--- src/rtl/ssd_pkg.sv ---
// Shared constants, conversion FSM states and helpers for the seven-segment scan driver.
package ssd_pkg;

  localparam int unsigned SSD_DIGITS = 4;
  localparam int unsigned BCD_W      = 4 * SSD_DIGITS;

  localparam logic [13:0] BCD_MAX       = 14'd9999;
  localparam logic [3:0]  SSD_CTL_OFF   = 4'b1111;
  localparam logic [3:0]  SSD_CTL_FIRST = 4'b1110;

  typedef enum logic [1:0] {
    CONV_IDLE,
    CONV_SHIFT,
    CONV_DONE
  } conv_state_e;

  // Add 3 to every nibble that is 5 or more, ahead of the double-dabble shift.
  function automatic logic [BCD_W-1:0] dabble_adjust(input logic [BCD_W-1:0] acc);
    logic [BCD_W-1:0] r;
    r = acc;
    for (int i = 0; i < SSD_DIGITS; i++) begin
      if (acc[4*i +: 4] >= 4'd5) r[4*i +: 4] = acc[4*i +: 4] + 4'd3;
    end
    return r;
  endfunction

  function automatic logic [3:0] nibble_sel(input logic [BCD_W-1:0] bcd, input logic [1:0] idx);
    logic [BCD_W-1:0] s;
    s = bcd >> {idx, 2'b00};
    return s[3:0];
  endfunction

  // Slot idx is a leading zero when it and every nibble above it are zero; slot 0 never is.
  function automatic logic lz_blank(input logic [BCD_W-5:0] upper, input logic [1:0] idx);
    logic r;
    case (idx)
      2'd1:    r = (upper[11:0] == 12'd0);
      2'd2:    r = (upper[11:4] == 8'd0);
      2'd3:    r = (upper[11:8] == 4'd0);
      default: r = 1'b0;
    endcase
    return r;
  endfunction

endpackage

--- src/rtl/ssd_scan_driver_bin_to_bcd.sv ---
// Sequential double-dabble: one adjust-and-shift iteration per cycle, done pulses as the
// final accumulator becomes valid.
module bin_to_bcd
  import ssd_pkg::*;
#(
  parameter int unsigned BIN_W = 14
) (
  input  logic             clk,
  input  logic             rst,
  input  logic             start,
  input  logic [BIN_W-1:0] value,
  output logic             busy,
  output logic [BCD_W-1:0] bcd,
  output logic             done
);

  localparam int unsigned ITER_W = $clog2(BIN_W);

  conv_state_e       state;
  logic [BIN_W-1:0]  sr;
  logic [ITER_W-1:0] iter;

  always_ff @(posedge clk) begin
    if (rst) begin
      state <= CONV_IDLE;
      busy  <= 1'b0;
      done  <= 1'b0;
      bcd   <= '0;
      sr    <= '0;
      iter  <= '0;
    end else begin
      case (state)
        CONV_IDLE: begin
          if (start) begin
            sr    <= value;
            bcd   <= '0;
            iter  <= '0;
            busy  <= 1'b1;
            state <= CONV_SHIFT;
          end
        end
        CONV_SHIFT: begin
          {bcd, sr} <= {dabble_adjust(bcd), sr} << 1;
          iter      <= iter + ITER_W'(1);
          if (iter == ITER_W'(BIN_W - 1)) begin
            done  <= 1'b1;
            state <= CONV_DONE;
          end
        end
        CONV_DONE: begin
          done  <= 1'b0;
          busy  <= 1'b0;
          state <= CONV_IDLE;
        end
        default: state <= CONV_IDLE;
      endcase
    end
  end

endmodule

--- src/rtl/ssd_scan_driver.sv ---
// Four-digit display front end: saturating load, BCD conversion, and a free-running
// digit scanner with optional leading-zero blanking.
module ssd_scan_driver
  import ssd_pkg::*;
#(
  parameter int unsigned SCAN_DIV = 100000,
  parameter int unsigned BIN_W    = 14
) (
  input  logic             clk,
  input  logic             rst,
  input  logic [BIN_W-1:0] bin_in,
  input  logic             load,
  input  logic             blank_lz,
  output logic             busy,
  output logic             ovf,
  output logic [15:0]      bcd,
  output logic [3:0]       digit,
  output logic [3:0]       ssd_ctl
);

  localparam int unsigned CNT_W = $clog2(SCAN_DIV);

  logic             start_c;
  logic             over_c;
  logic [BIN_W-1:0] sat_c;
  logic [BCD_W-1:0] conv_bcd;
  logic             conv_done;
  logic [CNT_W-1:0] cnt;
  logic [1:0]       slot;
  logic             wrap_c;
  logic [1:0]       nslot_c;

  assign start_c = load & ~busy;
  assign over_c  = (bin_in > BIN_W'(BCD_MAX));
  assign sat_c   = over_c ? BIN_W'(BCD_MAX) : bin_in;
  assign wrap_c  = (cnt == CNT_W'(SCAN_DIV - 1));
  assign nslot_c = wrap_c ? slot + 2'd1 : slot;

  bin_to_bcd #(.BIN_W(BIN_W)) u_conv (
    .clk   (clk),
    .rst   (rst),
    .start (start_c),
    .value (sat_c),
    .busy  (busy),
    .bcd   (conv_bcd),
    .done  (conv_done)
  );

  // Display value, overflow flag and scan outputs; digit/ssd_ctl always reflect the slot
  // being entered so they change together on the wrap edge.
  always_ff @(posedge clk) begin
    if (rst) begin
      ovf     <= 1'b0;
      bcd     <= '0;
      cnt     <= '0;
      slot    <= 2'd0;
      digit   <= 4'd0;
      ssd_ctl <= SSD_CTL_FIRST;
    end else begin
      if (start_c)   ovf <= over_c;
      if (conv_done) bcd <= conv_bcd;
      cnt     <= wrap_c ? '0 : cnt + CNT_W'(1);
      slot    <= nslot_c;
      digit   <= nibble_sel(bcd, nslot_c);
      ssd_ctl <= (blank_lz && lz_blank(bcd[15:4], nslot_c)) ? SSD_CTL_OFF
                                                              : ~(4'b0001 << nslot_c);
    end
  end

endmodule

--- config.mk ---
export PLATFORM = sky130hd
export DESIGN_NAME = ssd_scan_driver
export DESIGN_NICKNAME = d
export VERILOG_FILES = /design/src/rtl/ssd_pkg.sv /design/src/rtl/ssd_scan_driver_bin_to_bcd.sv /design/src/rtl/ssd_scan_driver.sv
export SDC_FILE = /design/constraint.sdc
export NUM_CORES = 1
export LEC_CHECK = 0
export CAP_MARGIN = 30
export CORE_MARGIN = 2
export CORE_UTILIZATION = 50
export CTS_CLUSTER_SIZE = 14
export DETAILED_ROUTE_END_ITERATION = 12
export PLACE_DENSITY = 0.72
export SYNTH_ARGS = -nofsm -noshare
export SYNTH_HDL_FRONTEND = slang
export SYNTH_SLANG_ARGS = --single-unit
--- constraint.sdc ---
create_clock -name clk -period 2.6 [get_ports clk]
set_clock_uncertainty 0.2 [all_clocks]
set_input_delay 0.52 -clock clk [delete_from_list [all_inputs] [get_ports clk]]
set_output_delay 0.52 -clock clk [all_outputs]
set_load 0.01 [all_outputs]
== Word level (Yosys, flattened, before mapping) ==
Index checks and enable logic that the tools add are counted.
Word-level totals
  output and inout bits: 26
  memory bits (read-only): 0
  bits in writable memories: 0
  logic and storage cells: 75
  register bits after elaboration: 82
  latch bits: 0
  bits of input ports: 18
  memories: 0
Operators by class
  muxes and demuxes: 22
  $add $sub $neg: 7
  reductions and logical operators: 14
  multipliers: 0
  div/mod/pow operators: 0
  magnitude comparators: 5
  equal/unequal tests: 9
  bitwise operators: 3
  shifts and indexed selects: 2
Operator list (number)
  16-bit one-hot mux with 2 select lines: 1
  14-bit two-way mux: 2
  14-bit one-hot mux with 2 select lines: 1
  17-bit by 1-bit adder with 17-bit output, second input constant: 1
  17-bit == test, second input constant: 1
  4-bit by 3-bit greater-or-equal comparator with 1-bit output, second input constant: 4
  16-bit two-way mux: 1
  4-bit two-way mux: 4
  16-bit by 4-bit >> shifter with 4-bit output: 1
  14-bit > comparator, second input constant: 1
  4-bit by 2-bit adder with 4-bit output, second input constant: 3
  12-bit logical NOT: 1
  8-bit logical NOT: 1
  4-bit one-hot mux with 2 select lines: 1
  2-bit AND reduction: 4
  2-bit == test, second input constant: 3
  2-bit two-way mux: 3
  2-bit nonzero test: 3
  4-bit by 1-bit adder with 4-bit output, second input constant: 1
  2-bit by 1-bit == test with 1-bit output, second input constant: 2
  4-bit == test, second input constant: 1
  4-bit logical NOT: 1
  1-bit two-way mux: 4
  4-bit NOT: 1
  other kinds (14): 16

== Longest topological paths before layout ==
  word-level depth: 7
  mapped depth: 8
  mapped depth without buffers: 6

== Modules after synthesis ==
A second synthesis with hierarchy kept.
Second synthesis, totals
  cells, all modules: 453
  area, all modules: 3967.6 um2
Modules (own cells, without submodules)
  ssd_scan_driver: cells an instance 222, area each 2089.5 um2, instances 1, sequential area each 880.8 um2
  bin_to_bcd: cells an instance 231, area each 1878.1 um2, instances 1, sequential area each 760.7 um2

== Least setup slack after synthesis ==
No wires, ideal clock.
  path kind: register to register
  start point: register cnt[0]
  end point: register ssd_ctl[2]
  path buffers: 1
  arrival: 1.624 ns
  stages on the path, launching flop included: 7
  data required time: 2.280 ns
  path slack: 0.657 ns
  clock period less this slack: 1.943 ns
  cells stage by stage: dfxtp_1 -> ha_1 -> and4_1 -> buf_4 -> nand4_4 -> or3_1 -> a211o_1
Between the ends
  longest elaborated chain between the ends: 7
Ends and longest elaborated chain
  from (decl): RTL line ssd_scan_driver.sv:28  | logic [CNT_W-1:0] cnt;
  from (signal assigned): RTL line ssd_scan_driver.sv:62  | cnt <= wrap_c ? '0 : cnt + CNT_W'(1);
  17-bit == test (*): RTL line ssd_scan_driver.sv:36  | assign wrap_c = (cnt == CNT_W'(SCAN_DIV - 1));
  2-bit two-way mux (*): RTL line ssd_scan_driver.sv:37  | assign nslot_c = wrap_c ? slot + 2'd1 : slot;
  2-bit == test / 2-bit by 1-bit == test with 1-bit output (equally long branches): RTL line ssd_pkg.sv:36  | case (idx)
  1-bit one-hot mux with 3 select lines: RTL line ssd_pkg.sv:36
  1-bit two-way mux: RTL line ssd_scan_driver.sv:52  | if (rst) begin
  1-bit logical AND: RTL line ssd_scan_driver.sv:65  | ssd_ctl <= (blank_lz && lz_blank(bcd[15:4], nslot_c)) ? SSD_CTL_OFF
  2-bit OR reduction (no source line)
  to (signal assigned): RTL line ssd_scan_driver.sv:65
  to (decl): RTL line ssd_scan_driver.sv:18  | output logic [3:0] ssd_ctl
Every way passes the cells marked *; elsewhere a longest branch is shown, timed or not. The select of a mux whose other input is x is not followed.
A chain may end at the register's enable or synchronous reset.

== Final worst setup path ==
  start point: register bcd[1]
  end point: output bcd[1]
RTL lines
  from (decl): RTL line ssd_scan_driver.sv:16  | output logic [15:0] bcd,
  from (signal assigned): RTL line ssd_scan_driver.sv:61  | if (conv_done) bcd <= conv_bcd;
No word-level cell between the ends.

==> flow_metrics.tcl <==
set metrics [dict create \
    status "finished clean" \
    ff2ff_path_depth 6 \
    synth_commonest_cells "nor2_1 (85), dfxtp_1 (82), mux2i_1 (32), nand3_1 (18)" \
    wl_mm 7.82 \
    synth-edff-count 0 \
    port_buffers 43 \
    antenna_cells 0 \
    grt_pass1_wl_mm 13.4 \
    r2r_start "cnt[0]" \
    max-clock-path-buffers 2 \
    required_ns 1.88 \
    setup_viol 0 \
    cts_resized 0 \
    dieHeight_um 91.5 \
    ys_seq_elements 82 \
    rows 31 \
    synth_top_area_share_pct 42.9 \
    cp-start-kind "register" \
    synth_ff_type "dfxtp_1" \
    critPathBufInv 1 \
    min_path_type "register to register" \
    end_kind "output pin" \
    slew_headroom_pct 49.3 \
    area_growth_pct 18.5 \
    synth_most_common_cell "nor2_1" \
    clock_latency_ns 0.34 \
    yosys-top-cells-area "dfxtp_1 (43%), mux2i_1 (8.4%), nor2_1 (8.3%)" \
    fin_area_mm2 0.00454 \
    yosysSeqAreaShare_pct 42.9 \
    critPathTopFamily "buffers and inverters" \
    cp_max_fo 4 \
    drive_gt1_share_pct 7.91 \
    grt_overflow_total 0 \
    grt_util_met1_pct 25.7 \
    rsz0062_at_grt "false" \
    synth_area_mm2 0.00383 \
    synth.avg_cell_area_um2 9.02 \
    fin_crit_sh_pct 79.6 \
    cp.arrival_ns 1.35 \
    use_met2_pct 31.3 \
    gr-usage-met3_pct 4.90 \
    power.switching_uw 563 \
    fp.dieArea_mm2 0.00837 \
    regArea_mm2 0.00164 \
    tightestPinTransition_ns 0.759 \
    initial_core_util_pct 52.2 \
    ant_nets 0 \
    cellPowerDensity_mw_per_mm2 528 \
    critical_path_cell_count 1 \
    cts_setup_buffers 0 \
    p_clk_share_pct 37.2 \
    worstPathCellList "clkdlybuf4s50_1" \
    grt_antenna_before_repair 0 \
    cpPeakStageDelay_ns 0.59 \
    combPwrFrac_pct 8.0 \
    slew_violations 0 \
    top_usage_layer "met2" \
    coreArea_mm2 0.00733 \
    ir_worst_vdd_mv 0.312 \
    swShare_pct 23.5 \
    syn-num-nets 453 \
    drt-wirelength-per-cell_um 13.8 \
    setup_tns_ns 0 \
    drt_first_pass_iters 6 \
    final_nets 493 \
    ios 44 \
    yosys_warnings 0 \
    routed-via-count 3115 \
    worstSetupEndpoint "bcd[1]" \
    cp-startpoint "bcd[1]" \
    yosys.area.top_type "dfxtp_1" \
    max_freq_mhz 483 \
    leakagePower_nw 1.63 \
    final_hold_viol_count 0 \
    dp_hpwl_mm 5.64 \
    postSynthCellCount 424 \
    synthArstFlopShare_pct 0 \
    clock_sinks 82 \
    cts_buffers 9 \
    drcViolationCount 0 \
    grt_max_degree 37 \
    fill_cells 622 \
    cts_tree "done" \
    internal_power_mw 1.83 \
    h-tree-depth 3 \
    p_seq_share_pct 54.8 \
    gp_congestion 0.835 \
    die_w_um 91.5 \
    drt_iter0_drc 93 \
    r2r_end "ssd_ctl[1]" \
    gr-usage-all-layers_pct 19.4 \
    grt_pass1_vias 2885 \
    vias_per_cell 5.49 \
    cts-hold-fix-buffers 0 \
    rrSetupSlack_ns 0.55 \
    cts_root_buffer "clkbuf_8" \
    crit_path_top_delay_cell "clkdlybuf4s50_1" \
    drv_cap 0 \
    post-route-min-period_ns 2.07 \
    setup.worst_path.class "register to output pin" \
    multi_input_area_mm2 0.00204 \
    synthDistinctLibCells 48 \
    clkTransAtPathRegs_ns 0.08 \
    placed_area_mm2 0.00434 \
]
## metal layers
metal | share of wire [%] | up-vias | routed length [um]
li1 | - | 1584 | -
met1 | 49 | 1471 | 3870
met2 | 46 | 51 | 3600
met3 | 3.4 | 9 | 265
met4 | 1.1 | 0 | 88
met5 | 0 | - | 0
## worst min path at each step
| stage | start | end | cells after the start |
|---|---|---|---|
| global route | cnt[0] | cnt[0] | 1 |
| global placement | cnt[0] | cnt[0] | 1 |
| finish | cnt[0] | cnt[0] | 1 |
| floorplan | u_conv.sr[13] | u_conv.bcd[0] | 2 |
| CTS | cnt[0] | cnt[0] | 1 |
| detailed placement | cnt[0] | cnt[0] | 1 |
## final cells by class
| type | count | share of cell area [%] |
|---|---|---|
| Multi-Input combinational cell | 306 | 44.9 |
| Tap cell | 99 | 2.73 |
| Clock inverter | 5 | 1.21 |
| Sequential cell | 82 | 36.2 |
| Timing Repair Buffer | 52 | 10.9 |
| Clock buffer | 10 | 3.03 |
| Inverter | 13 | 1.08 |
## placed cells by master, fill, tap and decap left out, types with 3 or more instances in the layout
cell / netlist / layout
xor2_1: 11 / 11
o22ai_1: 4 / 4
dfxtp_1: 82 / 82
a311oi_1: 3 / 3
mux2_2: 6 / 6
nand3_1: 18 / 18
buf_4: 1 / 9
ha_1: 11 / 11
o31ai_1: 4 / 4
a21oi_1: 12 / 12
inv_1: 13 / 13
nand3b_1: 3 / 3
o21ai_0: 8 / 8
nand4_1: 8 / 8
or3_1: 4 / 4
nand2_1: 12 / 12
clkdlybuf4s50_1: 0 / 42
nand2b_1: 13 / 13
a22o_1: 3 / 3
clkbuf_8: 0 / 10
and4_1: 3 / 3
a211oi_1: 3 / 3
xnor2_1: 12 / 12
nor3_1: 9 / 9
nor2_1: 85 / 85
o211ai_1: 5 / 5
nor4_1: 11 / 11
a222oi_1: 4 / 4
mux2i_1: 32 / 32
## cell families (layout without fill, tap and decap cells)
family	count (synthesis)	count (layout)	share of synthesized area, %
fa+ha+maj	11	11	3.60
xor+xnor	23	23	5.26
flops	82	82	42.9
buf+inv	36	80	3.89
simple gates	178	178	23.9
compound gates	56	56	10.3
mux	38	38	10.1
## state kept, by name, summed over array words and instances, names as in the netlist, 4 cells and up
| name | cells |
|---|---|
| u_conv.iter | 4 |
| ssd_ctl | 4 |
| bcd | 16 |
| u_conv.bcd | 16 |
| u_conv.sr | 14 |
| cnt | 17 |
| digit | 4 |
## through the flow
stage	cells	power (mW)	util [%]	setup slack, ns	hold WS [ns]
detailed placement	552	1.53	59.2	0.172	0.255
global placement	552	1.53	59.2	0.227	0.244
global route	567	2.50	61.9	0.388	0.292
finish	567	2.39	61.9	0.532	0.268
floorplan	424	1.46	-	0.657	0.225
CTS	567	2.42	61.9	0.514	0.273
## power by group through the flow
stage / Combinational, mW / Clock [mW] / Sequential, mW
after floorplan: 0.123 / 0 / 1.34
after global placement: 0.187 / 0 / 1.34
after detailed placement: 0.191 / 0 / 1.34
after CTS: 0.192 / 0.919 / 1.31
after global routing: 0.213 / 0.973 / 1.32
final: 0.191 / 0.891 / 1.31
No activity file was read; power rests on OpenSTA's default activity.
